## src/rtl/cmd_proc.sv

```systemverilog
// cmd_proc: executes one 16-bit command at a time from the UART wrapper
// (calibrate or square-counted move) and returns a one-byte response.
//
// Ports
//   clk, rst_n    system clock, asynchronous active-low reset
//   cmd, cmd_rdy  command word and its ready level from the wrapper
//   clr_cmd_rdy   one-cycle pulse: command accepted
//   trmt, resp    one-cycle transmit strobe and the response byte
//   tx_done       wrapper transmit-complete level
//   strt_cal      one-cycle pulse: start calibration
//   cal_done      calibration complete
//   cntrIR        asynchronous line-crossing sensor
//   moving        high while a move executes
//   dsrd_hdg      desired heading of the last MOVE
module cmd_proc #(
  parameter logic [23:0] MOVE_TMO = 24'd10_000_000
) (
  input  logic        clk,
  input  logic        rst_n,
  input  logic [15:0] cmd,
  input  logic        cmd_rdy,
  output logic        clr_cmd_rdy,
  output logic        trmt,
  output logic [7:0]  resp,
  input  logic        tx_done,
  output logic        strt_cal,
  input  logic        cal_done,
  input  logic        cntrIR,
  output logic        moving,
  output logic [7:0]  dsrd_hdg
);

  localparam int unsigned LINE_W = 5;
  localparam int unsigned TMO_W  = 24;
  localparam logic [3:0]  OP_CAL   = 4'h2;
  localparam logic [3:0]  OP_MOVE  = 4'h4;
  localparam logic [7:0]  RESP_ACK = 8'hA5;
  localparam logic [7:0]  RESP_ERR = 8'hEE;
  localparam logic [TMO_W-1:0] TMO_LAST = MOVE_TMO - TMO_W'(1);

  typedef enum logic [2:0] {
    IDLE     = 3'd0,
    CAL_WAIT = 3'd1,
    MOVING   = 3'd2,
    RESP     = 3'd3,
    WAIT_TX  = 3'd4
  } state_t;

  state_t state, state_nxt;

  logic [LINE_W-1:0] line_cnt, line_cnt_nxt, line_tgt, line_tgt_nxt, cnt_inc;
  logic [TMO_W-1:0]  tmo_cnt, tmo_cnt_nxt;
  logic              resp_pend, resp_pend_nxt;
  logic              clr_nxt, trmt_nxt, strt_nxt, moving_nxt;
  logic [7:0]        resp_nxt, hdg_nxt;
  logic              ir_s1, ir_s2, ir_s3, ir_rise;
  logic              accept, is_cal, is_move, sq_zero, mv_done, mv_tmo;

  // Command decode; a pending immediate response blocks re-acceptance while
  // the wrapper still holds cmd_rdy.
  assign is_cal  = (cmd[15:12] == OP_CAL);
  assign is_move = (cmd[15:12] == OP_MOVE);
  assign sq_zero = (cmd[3:0] == 4'h0);
  assign accept  = (state == IDLE) && cmd_rdy && !resp_pend;

  // Line-crossing synchronizer and rising-edge detect
  always_ff @(posedge clk or negedge rst_n) begin
    if (!rst_n) begin
      ir_s1 <= 1'b0;
      ir_s2 <= 1'b0;
      ir_s3 <= 1'b0;
    end else begin
      ir_s1 <= cntrIR;
      ir_s2 <= ir_s1;
      ir_s3 <= ir_s2;
    end
  end

  assign ir_rise = ir_s2 & ~ir_s3;
  assign cnt_inc = line_cnt + LINE_W'(ir_rise);
  assign mv_done = (cnt_inc == line_tgt);
  assign mv_tmo  = (tmo_cnt == TMO_LAST);

  // State register
  always_ff @(posedge clk or negedge rst_n) begin
    if (!rst_n) state <= IDLE;
    else        state <= state_nxt;
  end

  // Next-state logic
  always_comb begin
    state_nxt = state;
    unique case (state)
      IDLE: begin
        if (resp_pend)
          state_nxt = RESP;
        else if (accept && is_cal)
          state_nxt = CAL_WAIT;
        else if (accept && is_move && !sq_zero)
          state_nxt = MOVING;
      end
      CAL_WAIT: if (cal_done)          state_nxt = RESP;
      MOVING:   if (mv_done || mv_tmo) state_nxt = RESP;
      RESP:     state_nxt = WAIT_TX;
      WAIT_TX:  if (tx_done)           state_nxt = IDLE;
      default:  state_nxt = IDLE;
    endcase
  end

  // Output and datapath next values
  always_comb begin
    clr_nxt       = accept;
    strt_nxt      = accept && is_cal;
    trmt_nxt      = (state_nxt == RESP);
    moving_nxt    = moving;
    resp_nxt      = resp;
    hdg_nxt       = dsrd_hdg;
    line_tgt_nxt  = line_tgt;
    line_cnt_nxt  = line_cnt;
    tmo_cnt_nxt   = tmo_cnt;
    resp_pend_nxt = 1'b0;

    if (accept) begin
      tmo_cnt_nxt  = '0;
      line_cnt_nxt = '0;
      if (is_move) begin
        hdg_nxt      = cmd[11:4];
        line_tgt_nxt = {cmd[3:0], 1'b0};
        if (!sq_zero) moving_nxt = 1'b1;
      end
      // Zero-square MOVE and illegal opcodes answer immediately
      if (!is_cal && !(is_move && !sq_zero)) begin
        resp_pend_nxt = 1'b1;
        resp_nxt      = is_move ? RESP_ACK : RESP_ERR;
      end
    end

    if (state == CAL_WAIT && cal_done) resp_nxt = RESP_ACK;

    if (state == MOVING) begin
      line_cnt_nxt = cnt_inc;
      tmo_cnt_nxt  = tmo_cnt + TMO_W'(1);
      if (mv_done || mv_tmo) begin
        moving_nxt = 1'b0;
        // Completion takes priority over a coincident timeout
        resp_nxt   = mv_done ? RESP_ACK : RESP_ERR;
      end
    end
  end

  // Output and datapath registers
  always_ff @(posedge clk or negedge rst_n) begin
    if (!rst_n) begin
      clr_cmd_rdy <= 1'b0;
      trmt        <= 1'b0;
      strt_cal    <= 1'b0;
      moving      <= 1'b0;
      resp        <= 8'h00;
      dsrd_hdg    <= 8'h00;
      line_tgt    <= '0;
      line_cnt    <= '0;
      tmo_cnt     <= '0;
      resp_pend   <= 1'b0;
    end else begin
      clr_cmd_rdy <= clr_nxt;
      trmt        <= trmt_nxt;
      strt_cal    <= strt_nxt;
      moving      <= moving_nxt;
      resp        <= resp_nxt;
      dsrd_hdg    <= hdg_nxt;
      line_tgt    <= line_tgt_nxt;
      line_cnt    <= line_cnt_nxt;
      tmo_cnt     <= tmo_cnt_nxt;
      resp_pend   <= resp_pend_nxt;
    end
  end

endmodule

```

## config.mk

```make
export PLATFORM = sky130hd
export DESIGN_NAME = cmd_proc
export DESIGN_NICKNAME = d
export VERILOG_FILES = /design/src/rtl/cmd_proc.sv
export SDC_FILE = /design/constraint.sdc
export NUM_CORES = 1
export LEC_CHECK = 0
export BUFFER_PORTS_ARGS = -buffer_cell sky130_fd_sc_hd__buf_2
export CAP_MARGIN = 25
export CORE_MARGIN = 2
export CORE_UTILIZATION = 35
export CTS_CLUSTER_DIAMETER = 120
export CTS_CLUSTER_SIZE = 8
export DETAILED_ROUTE_END_ITERATION = 8
export PLACE_DENSITY_LB_ADDON = 0.25
export SYNTH_ARGS = -nofsm -noshare
export SYNTH_HDL_FRONTEND = slang
export SYNTH_SLANG_ARGS = --single-unit
```

## constraint.sdc

```tcl
create_clock -name clk -period 1.75 [get_ports clk]
set_input_delay 0.0875 -clock clk [delete_from_list [all_inputs] [get_ports clk]]
set_output_delay 0.0875 -clock clk [all_outputs]
set_load 0.05 [all_outputs]
```

==> impl_metrics.ini <==
[synthesis]
syn_inst = 269
netlist_top_cells_area = sky130_fd_sc_hd__dfrtp_1 51%, sky130_fd_sc_hd__mux2i_1 5.1%, sky130_fd_sc_hd__nand2_1 4.8%
yosys.area.top_type = sky130_fd_sc_hd__dfrtp_1
synth_top_flop_cell = sky130_fd_sc_hd__dfrtp_1
area_fraction_of_the_dominant_cell_type_after_synthesis = 0.507
synth-warning-count = 0
synth_nets = 294
postSynth.asyncResetShare = 1.00
ys_types = 57
synth-seq-cells = 60
synth_area_um2 = 2960
synth-edff-count = 0
ys_seq_area_frac = 0.507
syn_avg_cell_area_um2 = 11.0

[global_routing]
first_global_vias = 2181
grt_busiest_layer = met2
met1_usage = 0.207
gr_util_met3 = 0.0305
grt-ovfl-total = 0
gr_met2_demand_resource = 0.222
grt_pass1_wl_um = 10400
antenna_violations_before_repair = 0
global_route.usage.total = 0.148
grt_max_degree = 39

[pwr]
power.share.clock = 0.269
total_switching_power_mw = 2.10
p_seq_frac = 0.326
switching_portion_of_total_power = 0.363
combinationalPowerShare = 0.405
cellPowerDensity_nw_per_um2 = 1450
p_leak_nw = 1.94
cellInternalPower_mw = 3.69
worst_ir_drop_vdd_uv = 623

[cts]
cts-buffers-inserted = 9
clock_sink_count = 60
clk_pin_slew_ps = 70
max-clock-path-buffers = 2
htreeDepth = 3
clk_root_buffer_cell = sky130_fd_sc_hd__clkbuf_8
tritoncts = done
insertion_delay_ps = 330

[min_path]
worst_hold_path_type = in2reg
hold_path_startpoint = cmd[1]
min_to = line_tgt[2]
min_delay_path_depth = 2

[critical_path]
cp_data_arrival_time_ps = 2050
max_stage_delay_ps = 380
crit_path_capture_type = flip-flop
critPathKind = reg2reg
regToRegSetupSlack_ps = -80
reg2regPathDepth = 7
rr_endpoint = resp[4]
timing.critical_path.cells = nor2b_4, ha_4, ha_4, xor2_4, nor4_4, nand3_2, and4_4
timing.critical_path.mode_cell = sky130_fd_sc_hd__ha_4
critPathRequiredTime_ps = 1970
critical_path.slowest_cell = sky130_fd_sc_hd__dfrtp_1
r2r_startpoint = ir_s2
crit_start = ir_s2
critical_path_peak_fanout = 7
setup.worst_path.start_class = flip-flop

[sta]
worst_clock_skew_ps = 9.73
final_min_period_over_clock_period = 1.04
fmax_mhz = 548
slew_viol_final = 0
worstMarginPinSlew_ps = 689
rsz0062_at_grt = true
finalWorstSetupSlack_ps = -75.4
relative_max_transition_margin = 0.535
final.min_clock_period_ps = 1830
setup_viol_count_final = 8
final-hold-violation-count = 0
worst_hold_slack_ps = 17.9

[route]
routed_wirelength_um = 6620
first_pass_iters = 4
detail_route.wl_per_cell_um = 14.2
post_drt_via_cell_ratio = 5.01
route.vias.total = 2338
first_iter_violations = 82
antenna_left = 0
drc = 0

[floorplanning]
core-area_um2 = 8220
placement_rows = 33
initial_core_util = 0.360
ios = 42
die-area_um2 = 9210
fp.dieH_um = 96.0
die_x_um = 96.0

[outcome]
status = finished with violations
failed_checks = setup timing

[cells_and_area]
fillerInstances = 741
num_antenna_cells = 0
drive_gt1_frac = 0.359
finalNetCount = 382
fin_area_um2 = 3990
register_area_um2 = 1500
layout-area-overhead-vs-synth_pct = 34.6
multi_input_area_um2 = 1460

[placed_design]
gp_routability_congestion = 0.747
placed_cell_area_um2 = 3470
detailedPlacementHpwl_um = 4490
preCtsSetupSlack_ps = -141
count_of_buffers_from_port_buffering = 41

[run]
max_cap_violations = 0
-- timing repair --
action / CTS / global route
pin swaps: 5 / 9
hold buffers: 11 / 0
gates resized for setup: 4 / 17
gates cloned: 0 / 1
endpoints found under the hold margin: 32 / 0
buffers inserted: 1 / 5
setup endpoints to repair: 15 / 28
-- worst max-delay path: cells and delay by family (launching register included) --
kind / cells / cell delay, ps
simple gates: 4 / 760
fa+ha+maj: 2 / 420
xor+xnor: 1 / 150
flops: 1 / 380
-- area by class of cell --
cell class                      instances  share of cell area
Multi-Input combinational cell        195               0.365
Timing Repair Buffer                   89               0.161
Inverter                                2             0.00188
Tap cell                              105              0.0330
Sequential cell                        60               0.377
Clock inverter                          4              0.0239
Clock buffer                           12              0.0389
-- sequential cells by signal, summed over array words and instances, names as in the netlist --
name,flops
line_tgt,4
moving,1
dsrd_hdg,8
line_cnt,5
ir_s3,1
state,3
tmo_cnt,24
ir_s2,1
trmt,1
resp,8
ir_s1,1
clr_cmd_rdy,1
resp_pend,1
strt_cal,1
-- worst max-delay path by stage --
stage / end / slack (ps)
after floorplan: dsrd_hdg[2] / -20
after global placement: resp[4] / -100
after detailed placement: resp[4] / -140
after CTS: resp[4] / -50
after global routing: resp[4] / -170
final: resp[4] / -80
-- per-stage QoR --
stage | util | instances | total power [mW] | TNS [ps]
6_report | 0.485 | 467 | 5.80 | -177
5_1_grt | 0.485 | 467 | 6.14 | -2540
4_1_cts | 0.470 | 461 | 5.66 | -163
3_5_place_dp | 0.423 | 433 | 4.02 | -562
3_3_place_gp | 0.423 | 433 | 4.00 | -282
2_1_floorplan | - | 269 | 3.41 | -204
-- layer usage --
layer | part of all wire | vias up | routed length, um
met3 | 0.031 | 10 | 204
met5 | 0 | - | 0
li1 | - | 1157 | -
met1 | 0.49 | 1136 | 3240
met2 | 0.46 | 35 | 3050
met4 | 0.018 | 0 | 119
-- synthesized netlist by cell type, types with 5 or more instances --
cell type                   n
sky130_fd_sc_hd__mux2_2    12
sky130_fd_sc_hd__clkbuf_1   6
sky130_fd_sc_hd__mux2i_1   15
sky130_fd_sc_hd__and2_1     5
sky130_fd_sc_hd__nand2_1   38
sky130_fd_sc_hd__nand3_1   10
sky130_fd_sc_hd__o21ai_0   18
sky130_fd_sc_hd__dfrtp_1   60
sky130_fd_sc_hd__and3_1     7
sky130_fd_sc_hd__nand4_1    9
sky130_fd_sc_hd__a31oi_1    6
sky130_fd_sc_hd__nor2_1    14
-- power by group through the flow --
stage	Sequential, mW	Clock, mW	Combinational [mW]
global route	1.93	1.67	2.55
finish	1.89	1.56	2.35
floorplan	2.33	0	1.09
global placement	1.90	0	2.11
CTS	1.88	1.60	2.18
detailed placement	1.90	0	2.12
-- placed cells by master, fill, tap and decap left out, types with 4 or more instances in the layout --
master                          synthesis  routed
sky130_fd_sc_hd__nand3_1               10       7
sky130_fd_sc_hd__mux2i_1               15      15
sky130_fd_sc_hd__nand4b_1               4       4
sky130_fd_sc_hd__nand2_1               38      37
sky130_fd_sc_hd__a31oi_1                6       6
sky130_fd_sc_hd__nand4_1                9       9
sky130_fd_sc_hd__clkbuf_8               0      11
sky130_fd_sc_hd__mux2_2                12      12
sky130_fd_sc_hd__o21ai_0               18      17
sky130_fd_sc_hd__buf_2                  1      41
sky130_fd_sc_hd__dlygate4sd3_1          0      11
sky130_fd_sc_hd__nand3_2                1       4
sky130_fd_sc_hd__buf_4                  1      29
sky130_fd_sc_hd__buf_6                  4       6
sky130_fd_sc_hd__and2_1                 5       5
sky130_fd_sc_hd__dfrtp_1               60      60
sky130_fd_sc_hd__nor2_1                14      14
sky130_fd_sc_hd__and3_1                 7       6
-- logic make-up after synthesis --
group	synth area share
buffers and inverters	0.0296
flip-flops	0.507
multiplexers	0.0963
adder cells (fa/ha/maj)	0.0127
AND/OR/NAND/NOR	0.233
AO/OA/AOI/OAI	0.0908
XOR/XNOR	0.0304
No activity file was read; power rests on OpenSTA's default activity.
